$ cat src/rtl/proc_mem_arb_pkg.sv
// Shared types and constants for the processor/memory arbiter.
//   state_t : arbiter FSM states
//   owner_t : who holds (or is being granted) the memory port
//   MEMREQ_READ / MEMREQ_WRITE : memreq_type encodings
//   STARVE_W : width of the fetch starvation counter (covers MAX_WAIT 1..15)
package proc_mem_arb_pkg;

   typedef enum logic [1:0] {IDLE, WAIT_I, WAIT_D} state_t;
   typedef enum logic [1:0] {NONE, I, D}           owner_t;

   localparam logic MEMREQ_READ  = 1'b0;
   localparam logic MEMREQ_WRITE = 1'b1;

   localparam int STARVE_W = 4;

endpackage

$ cat src/rtl/proc_mem_arb_starve.sv
// Saturating fetch-starvation counter.
//   clk, rst : clock, asynchronous active-low reset
//   inc      : count one lost arbitration (holds once saturated)
//   clr      : clear (wins over inc)
//   sat      : counter has reached MAX_WAIT
module proc_mem_arb_starve
   import proc_mem_arb_pkg::*;
#(
   parameter int MAX_WAIT = 4
) (
   input  logic clk,
   input  logic rst,
   input  logic inc,
   input  logic clr,
   output logic sat
);

   logic [STARVE_W-1:0] cnt;

   assign sat = (cnt == STARVE_W'(MAX_WAIT));

   always_ff @(posedge clk or negedge rst) begin
      if (!rst)             cnt <= '0;
      else if (clr)         cnt <= '0;
      else if (inc && !sat) cnt <= cnt + 1'b1;
   end

endmodule

$ cat src/rtl/proc_mem_arb.sv
// Shares one single-ported val/rdy memory between the instruction-fetch
// port (I) and the data port (D). One transaction outstanding at a time;
// the response is passed straight through to whichever port issued it.
//
// Ports:
//   clk, rst                      clock, asynchronous active-low reset
//   imemreq_*  / imemresp_*       fetch request / response
//   dmemreq_*  / dmemresp_*       data request / response
//   memreq_*   / memresp_*        unified memory request / response
//   err                           sticky: response arrived with nothing outstanding
//
// Build option PROC_MEM_ARB_RR_EN: round-robin between I and D instead of
// fixed data priority; the starvation counter is then not built.
module proc_mem_arb
   import proc_mem_arb_pkg::*;
#(
   parameter int MAX_WAIT = 4,
   parameter int AW       = 32,
   parameter int DW       = 32
) (
   input  logic          clk,
   input  logic          rst,
   input  logic          imemreq_val,
   output logic          imemreq_rdy,
   input  logic [AW-1:0] imemreq_addr,
   output logic          imemresp_val,
   output logic [DW-1:0] imemresp_data,
   input  logic          dmemreq_val,
   output logic          dmemreq_rdy,
   input  logic          dmemreq_type,
   input  logic [AW-1:0] dmemreq_addr,
   input  logic [DW-1:0] dmemreq_wdata,
   output logic          dmemresp_val,
   output logic [DW-1:0] dmemresp_rdata,
   output logic          memreq_val,
   input  logic          memreq_rdy,
   output logic          memreq_type,
   output logic [AW-1:0] memreq_addr,
   output logic [DW-1:0] memreq_wdata,
   input  logic          memresp_val,
   input  logic [DW-1:0] memresp_data,
   output logic          err
);

   state_t state;
   owner_t owner;
   owner_t grant;
   logic   armed;   // low for the first cycle after reset so no request leaks out
   logic   issue;

`ifdef PROC_MEM_ARB_RR_EN
   owner_t last_grant;

   always_comb begin
      grant = NONE;
      if (armed && state == IDLE) begin
         if (imemreq_val && dmemreq_val) grant = (last_grant == I) ? D : I;
         else if (dmemreq_val)           grant = D;
         else if (imemreq_val)           grant = I;
      end
   end

   always_ff @(posedge clk or negedge rst) begin
      if (!rst)       last_grant <= I;
      else if (issue) last_grant <= grant;
   end
`else
   logic starve_sat;

   // Each D issue that a waiting fetch loses counts against the fetch.
   proc_mem_arb_starve #(.MAX_WAIT(MAX_WAIT)) u_starve (
      .clk (clk),
      .rst (rst),
      .inc (dmemreq_rdy && imemreq_val),
      .clr (imemreq_rdy),
      .sat (starve_sat)
   );

   always_comb begin
      grant = NONE;
      if (armed && state == IDLE) begin
         if (starve_sat && imemreq_val) grant = I;
         else if (dmemreq_val)          grant = D;
         else if (imemreq_val)          grant = I;
      end
   end
`endif

   // Request mux; grant is already NONE outside IDLE.
   assign memreq_val   = (grant != NONE);
   assign memreq_type  = (grant == D) ? dmemreq_type  : MEMREQ_READ;
   assign memreq_addr  = (grant == D) ? dmemreq_addr  : imemreq_addr;
   assign memreq_wdata = (grant == D) ? dmemreq_wdata : '0;

   assign imemreq_rdy  = (grant == I) && memreq_rdy;
   assign dmemreq_rdy  = (grant == D) && memreq_rdy;
   assign issue        = imemreq_rdy || dmemreq_rdy;

   // Response pass-through to the recorded owner.
   assign imemresp_val   = memresp_val && (state == WAIT_I) && (owner == I);
   assign dmemresp_val   = memresp_val && (state == WAIT_D) && (owner == D);
   assign imemresp_data  = memresp_data;
   assign dmemresp_rdata = memresp_data;

   always_ff @(posedge clk or negedge rst) begin
      if (!rst) begin
         state <= IDLE;
         owner <= NONE;
         err   <= 1'b0;
         armed <= 1'b0;
      end else begin
         armed <= 1'b1;
         case (state)
            IDLE: begin
               // A response here belongs to nothing (e.g. abandoned by reset).
               if (memresp_val) err <= 1'b1;
               if (issue) begin
                  state <= (grant == I) ? WAIT_I : WAIT_D;
                  owner <= grant;
               end
            end
            WAIT_I, WAIT_D: begin
               if (memresp_val) begin
                  state <= IDLE;
                  owner <= NONE;
               end
            end
            default: begin
               state <= IDLE;
               owner <= NONE;
            end
         endcase
      end
   end

endmodule

$ cat config.mk
export PLATFORM = sky130hd
export DESIGN_NAME = proc_mem_arb
export DESIGN_NICKNAME = d
export VERILOG_FILES = /design/src/rtl/proc_mem_arb_pkg.sv /design/src/rtl/proc_mem_arb_starve.sv /design/src/rtl/proc_mem_arb.sv
export SDC_FILE = /design/constraint.sdc
export NUM_CORES = 1
export LEC_CHECK = 0
export ABC_AREA = 1
export CELL_PAD_IN_SITES_DETAIL_PLACEMENT = 1
export CELL_PAD_IN_SITES_GLOBAL_PLACEMENT = 2
export CORE_MARGIN = 2
export CORE_UTILIZATION = 10
export CTS_CLUSTER_SIZE = 12
export DETAILED_ROUTE_END_ITERATION = 10
export PLACE_DENSITY_LB_ADDON = 0.25
export SLEW_MARGIN = 20
export SYNTH_ARGS = -nofsm -noshare
export SYNTH_HDL_FRONTEND = slang
export SYNTH_SLANG_ARGS = --single-unit
$ cat constraint.sdc
create_clock -name clk -period 1.8 [get_ports clk]
set_clock_uncertainty 0.1 [all_clocks]
set_input_delay 0.18 -clock clk [delete_from_list [all_inputs] [get_ports clk]]
set_output_delay 0.18 -clock clk [all_outputs]
set_load 0.02 [all_outputs]
==> results.tsv, run 1 <==
metric	value	unit
status	complete, but fails checks	
violations	negative setup slack	
drc	0	
p_int	2.226	mW
vdd_drop_max	0.5090	mV
cts_root_buffer	clkbuf_16	
crit_fanout	8	
nFillCells	2071	
clock-sinks	10	
syn_area_per_cell	5.835	sq um
hold_viol_final	0	
slew_violations	0	
syn_to_final_growth	156.8	%
tns	-12.39	ns
seq_area_frac_synth	0.1388	
place_congestion	0.7344	
fin_total_pwr	3.774	mW
syn-num-nets	449	
drt_iter0_drc	40	
p_leak	2.217	nW
avgRoutedWirePerCell	12.58	um
synth_seq_cells	10	
pwr-share-seq	0.086	
drive_gt1_frac	0.5118	
grt_pass1_wl	13690	um
synth_top_area_share	0.2748	
die_w	138.3	um
fin_crit_sh	1.130	
p_sw	1.548	mW
p_per_area	815.3	nW/um^2
grt_max_degree	12	
startpoint_type	flop	
fmax	0.4917	GHz
cp.required	1.52	ns
setup_viol	72	
rsz0062_at_grt	true	
hp-class	in -> async	
power_frac_clock	0.118	
port_buffers	173	
cts_buffer_depth	2	
crit_type	reg -> out	
cp-end-kind	primary output	
num_vias	2332	
syn_inst	309	
cts_tree	yes	
drtAntennaViolNets	0	
nNetsFinal	606	
cts_hold_buffers	0	
yosys.area.top_type	buf_4	
dp_hpwl	6359	um
grtUsageTotal	0.08779	
synth_area_leaders	buf_4, nand2_1, dfrtp_1	
cts_made_buffers	3	
yosys_warnings	0	
maxCapViolations	0	
max_slew_margin	0.6340	
io_pins	270	
cp.arrival	1.75	ns
tightestPinTransition	0.5474	ns
dieArea	19120	sq um
num_rows	49	
clk_pin_slew_worst_paths	0.05	ns
finalWirelength	8733	um
p_sw_frac	0.4103	
combPwrFrac	0.796	
antenna_found_initial	0	
min_period	2.034	ns
grt.overflow.total	0	
utilization	0.2595	
die_h	138.3	um
start_util	0.1011	
layout_setup_ws	-0.2339	ns
cts_max_level	1	
design.core.area	17840	sq um
insertion_delay	0.24	ns
routed_via_density	3.360	
grt_pass1_vias	2542	
antenna_cells	0	
dr.pass1.iters	4	
syn_area	1803	sq um
yosysUniqueCellTypes	21	
==> repair_timing <==
action	CTS	global route
gates resized for setup	534	35
gates cloned	7	3
setup endpoints to repair	69	77
pin swaps	27	7
setup buffers	17	5
==> per-stage QoR <==
step	hold WS (ns)	worst slack (ns)	area, sq um	std cells
final	0.2003	-0.2339	4629	694
after global placement	0.2602	-0.5540	3461	661
after floorplan	-0.2156	0.04300	1803	309
after global routing	0.2558	-0.3213	4629	694
after detailed placement	0.2602	-0.5832	3461	661
after CTS	0.2293	-0.2406	4398	688
==> routing by layer <==
layer / wire [um] / track usage / part of all wire / up-vias
met5: 0 / 0 / 0 / -
met4: 46 / 0.01020 / 0.0053 / 0
met3: 520 / 0.02251 / 0.060 / 7
met2: 4722 / 0.1649 / 0.54 / 113
met1: 3444 / 0.1030 / 0.39 / 1060
li1: - / - / - / 1152
==> layout by cell type (no fill, tap or decap), drive strengths merged <==
cell type,Yosys,routed
a21o,1,1
a21oi,1,1
and2,1,1
buf,74,119
clkbuf,0,8
clkdlybuf4s50,0,103
conb,1,1
dfrtp,10,10
ha,5,5
inv,45,45
nand2,117,117
nand3,14,14
nand4,1,1
nor2,35,35
nor3,2,2
xor2,2,2
==> cells in the mapped netlist <==
library cell	number
nor3_1	2
dfrtp_1	10
a21oi_1	1
and2_2	1
nand2_1	114
a21o_1	1
inv_1	42
xor2_1	2
nand3_1	12
nor2_2	11
nor2_1	24
nand3_2	2
nand2_2	2
conb_1	1
nand4_1	1
buf_4	66
inv_2	3
buf_6	6
nand2_4	1
buf_2	2
ha_1	5
==> kinds of logic (layout without fill, tap and decap cells) <==
kind of cell | count (synthesis) | in the layout | share of synthesized area
buf+inv | 119 | 275 | 0.4115
compound gates | 2 | 2 | 0.006939
other cells | 1 | 1 | 0.002080
simple gates | 170 | 170 | 0.3963
fa+ha+maj | 5 | 5 | 0.03470
flops | 10 | 10 | 0.1388
xor+xnor | 2 | 2 | 0.009717
==> power groups by stage <==
stage / registers [mW] / clock network, mW / logic, mW
after floorplan: 0.326 / 0 / 1.13
after global routing: 0.333 / 0.467 / 3.22
after detailed placement: 0.324 / 0 / 1.99
after CTS: 0.323 / 0.459 / 2.86
final: 0.325 / 0.445 / 3.00
after global placement: 0.319 / 0 / 1.99
==> layout make-up <==
class / count / area, sq um / share of cell area
clock buffer: 4 / 88.84 / 0.01919
inverter: 45 / 181.4 / 0.03919
multi-input combinational: 180 / 1328 / 0.2868
sequential: 10 / 250.2 / 0.05405
tap: 229 / 286.5 / 0.06189
timing repair buffer: 226 / 2495 / 0.5389
==> state kept, by name, indices dropped and copies added, names as in the netlist <==
register,flops
armed,1
err,1
owner,2
state,2
u_starve.cnt,4
==> worst max-delay path: stages (launching register included) <==
cell     delay [ns]
dfrtp_1        0.39
inv_2          0.08
ha_4           0.13
nand4_1        0.10
buf_4          0.17
nand2_8        0.09
inv_8          0.05
buf_12         0.12
buf_12         0.14
nand2_2        0.06
nand2_2        0.05
buf_6          0.12
==> path summary, 6_finish.rpt <==
path / slack, ns / endpoint / cells after the start / start
min in group clk: 0.26 / dmemresp_rdata[24] / 0 / memresp_data[24]
setup / recovery: -0.23 / memreq_addr[19] / 11 / u_starve.cnt[0]
max in group asynchronous: 1.03 / state[0] / 1 / rst
hold reg to reg: 0.36 / err / 1 / err
hold / removal: 0.20 / u_starve.cnt[3] / 1 / rst
setup reg to reg: -0.07 / state[1] / 13 / state[0]
No activity file was read; power rests on OpenSTA's default activity.
==> run 2, diff against run 1 <==
GPL_TIMING_DRIVEN = 0   (was unset)
MAX_ROUTING_LAYER = met4   (was unset)
==> results.tsv, run 2 (synthesized netlist as in run 1, its figures left out) <==
metric	value	unit	change
dp_slack	-0.7462	ns	-0.1630 ns
num_vias	2822		+21%
grt_max_degree	11		-1
crit_fanout	10		+2
cp-end-kind	primary output		
r2r_start	u_starve.cnt[0]		
drt_iter0_drc	29		-28%
dr.pass1.iters	4		unchanged
final_area	5461	sq um	+18%
dp_hpwl	8241	um	+30%
clock-sinks	10		unchanged
die_w	138.3	um	unchanged
port_buffers	237		+37%
status	complete, but fails checks		
r2r_cells	11		-2
vdd_drop_max	0.3844	mV	-24%
grt_pass1_wl	16020	um	+17%
dieArea	19120	sq um	unchanged
place_congestion	0.7235		-1.5%
crit_type	reg -> out		
cts_tree	yes		
setup_viol	65		-9.7%
layout_common_cells	clkdlybuf4s50_1, buf_4, buf_6		
grt_pass1_vias	2992		+18%
start_util	0.1011		unchanged
cp.required	1.52	ns	about the same
cts_made_buffers	3		unchanged
insertion_delay	0.24	ns	about the same
cp.arrival	1.78	ns	+0.03 ns
cts_hold_buffers	0		unchanged
place_area	4462	sq um	+29%
layout_commonest_cell	clkdlybuf4s50_1		
p_per_area	709.9	nW/um^2	-13%
hold_viol_final	0		unchanged
die_h	138.3	um	unchanged
fmax	0.4862	GHz	-1.1%
clk_pin_slew_worst_paths	0.04	ns	about the same
grtUsageTotal	0.1051		+0.01731
grt.overflow.total	0		unchanged
cts_root_buffer	clkbuf_16		
drive_gt1_frac	0.5113		-0.0005236
antenna_cells	0		unchanged
reg2reg_slack	0.19	ns	+0.26 ns
top_register	u_starve.cnt		
avgRoutedWirePerCell	12.67	um	+0.67%
largest_register_ffs	4		unchanged
io_pins	270		unchanged
tns	-13.08	ns	-0.6886 ns
top_regs	u_starve.cnt (4), owner (2), state (2)		
layout_setup_ws	-0.2568	ns	-0.02288 ns
rsz0062_at_grt	true		
worstReg2RegEnd	state[1]		
cts_buffer_depth	2		unchanged
routed_via_density	3.510		+4.5%
p_leak	2.691	nW	+21%
slew_violations	0		unchanged
drtAntennaViolNets	0		unchanged
startpoint_type	flop		
hp-class	in -> async		
syn_to_final_growth	202.9	%	
maxCapViolations	0		unchanged
cts_max_level	1		unchanged
antenna_found_initial	0		unchanged
fin_crit_sh	1.143		+0.01271
finalWirelength	10190	um	+17%
drc	0		unchanged
min_period	2.057	ns	+0.02288 ns
violations	negative setup slack		
num_rows	49		unchanged
design.core.area	17840	sq um	unchanged
nNetsFinal	716		+18%
## run 2: cell types whose count changed in the layout (fill, tap and decap cells not counted), moves of 13 or more
cell / change
buf_4: +54
clkdlybuf4s50_1: +64
nand2_1: -21
nand2_2: +16
nor2_4: -13
## run 2: power breakdown
part | switching, mW | total, mW | internal [mW]
Clock | 0.114 | 0.450 | 0.335
Combinational | 1.47 | 3.10 | 1.62
Sequential | 0.0482 | 0.332 | 0.284
## run 2: area by class of cell
cell class / count / area [sq um]
Fill cell: 2090 / 12380
Timing Repair Buffer: 262 / 2709
Multi-Input combinational cell: 180 / 1299
Buffer: 74 / 651.9
Tap cell: 229 / 286.5
Sequential cell: 10 / 250.2
Inverter: 45 / 176.4
Clock buffer: 4 / 88.84
## run 2: routing by layer
metal | track usage | vias up | wire, um
met2 | 0.2100 | 132 | 5889
met5 | - | - | 0
li1 | - | 1366 | -
met4 | 0.009667 | 0 | 35
met1 | 0.1152 | 1319 | 3751
met3 | 0.01074 | 5 | 509
## run 2: worst max-delay path by stage
| stage | startpoint | end | slack [ns] | depth (start not counted) |
|---|---|---|---|---|
| 2_1_floorplan | state[0] | memreq_wdata[10] | 0.04 | 8 |
| 6_report | state[0] | memreq_addr[19] | -0.26 | 11 |
| 4_1_cts | state[1] | memreq_addr[2] | -0.30 | 11 |
| 3_5_place_dp | state[0] | memreq_addr[17] | -0.75 | 10 |
| 5_1_grt | u_starve.cnt[0] | memreq_addr[12] | -0.35 | 9 |
| 3_3_place_gp | state[0] | memreq_addr[12] | -0.76 | 10 |
## run 2: worst max-delay path: stages (launching register included)
cell	delay [ns]
dfrtp_1	0.38
inv_2	0.08
ha_4	0.15
nand2_4	0.06
nor2_4	0.13
nand2_4	0.12
inv_8	0.11
buf_12	0.12
buf_12	0.13
nand2_2	0.05
nand2_2	0.07
buf_6	0.12
## run 2: per-stage QoR
| stage | util | std cells | hold slack (ns) | power (mW) |
|---|---|---|---|---|
| 2_1_floorplan | - | 309 | -0.2156 | 1.457 |
| 3_3_place_gp | 0.2501 | 775 | 0.3470 | 2.500 |
| 3_5_place_dp | 0.2501 | 775 | 0.3517 | 2.541 |
| 4_1_cts | 0.2984 | 800 | 0.1997 | 3.819 |
| 5_1_grt | 0.3061 | 804 | 0.2217 | 4.147 |
| 6_report | 0.3061 | 804 | 0.1741 | 3.877 |
## run 2: timing repair
action,4_1_cts,5_1_grt
gates cloned,5,0
buffers inserted,16,6
gates resized for setup,532,45
pin swaps,38,11
endpoints found under the setup margin,72,68
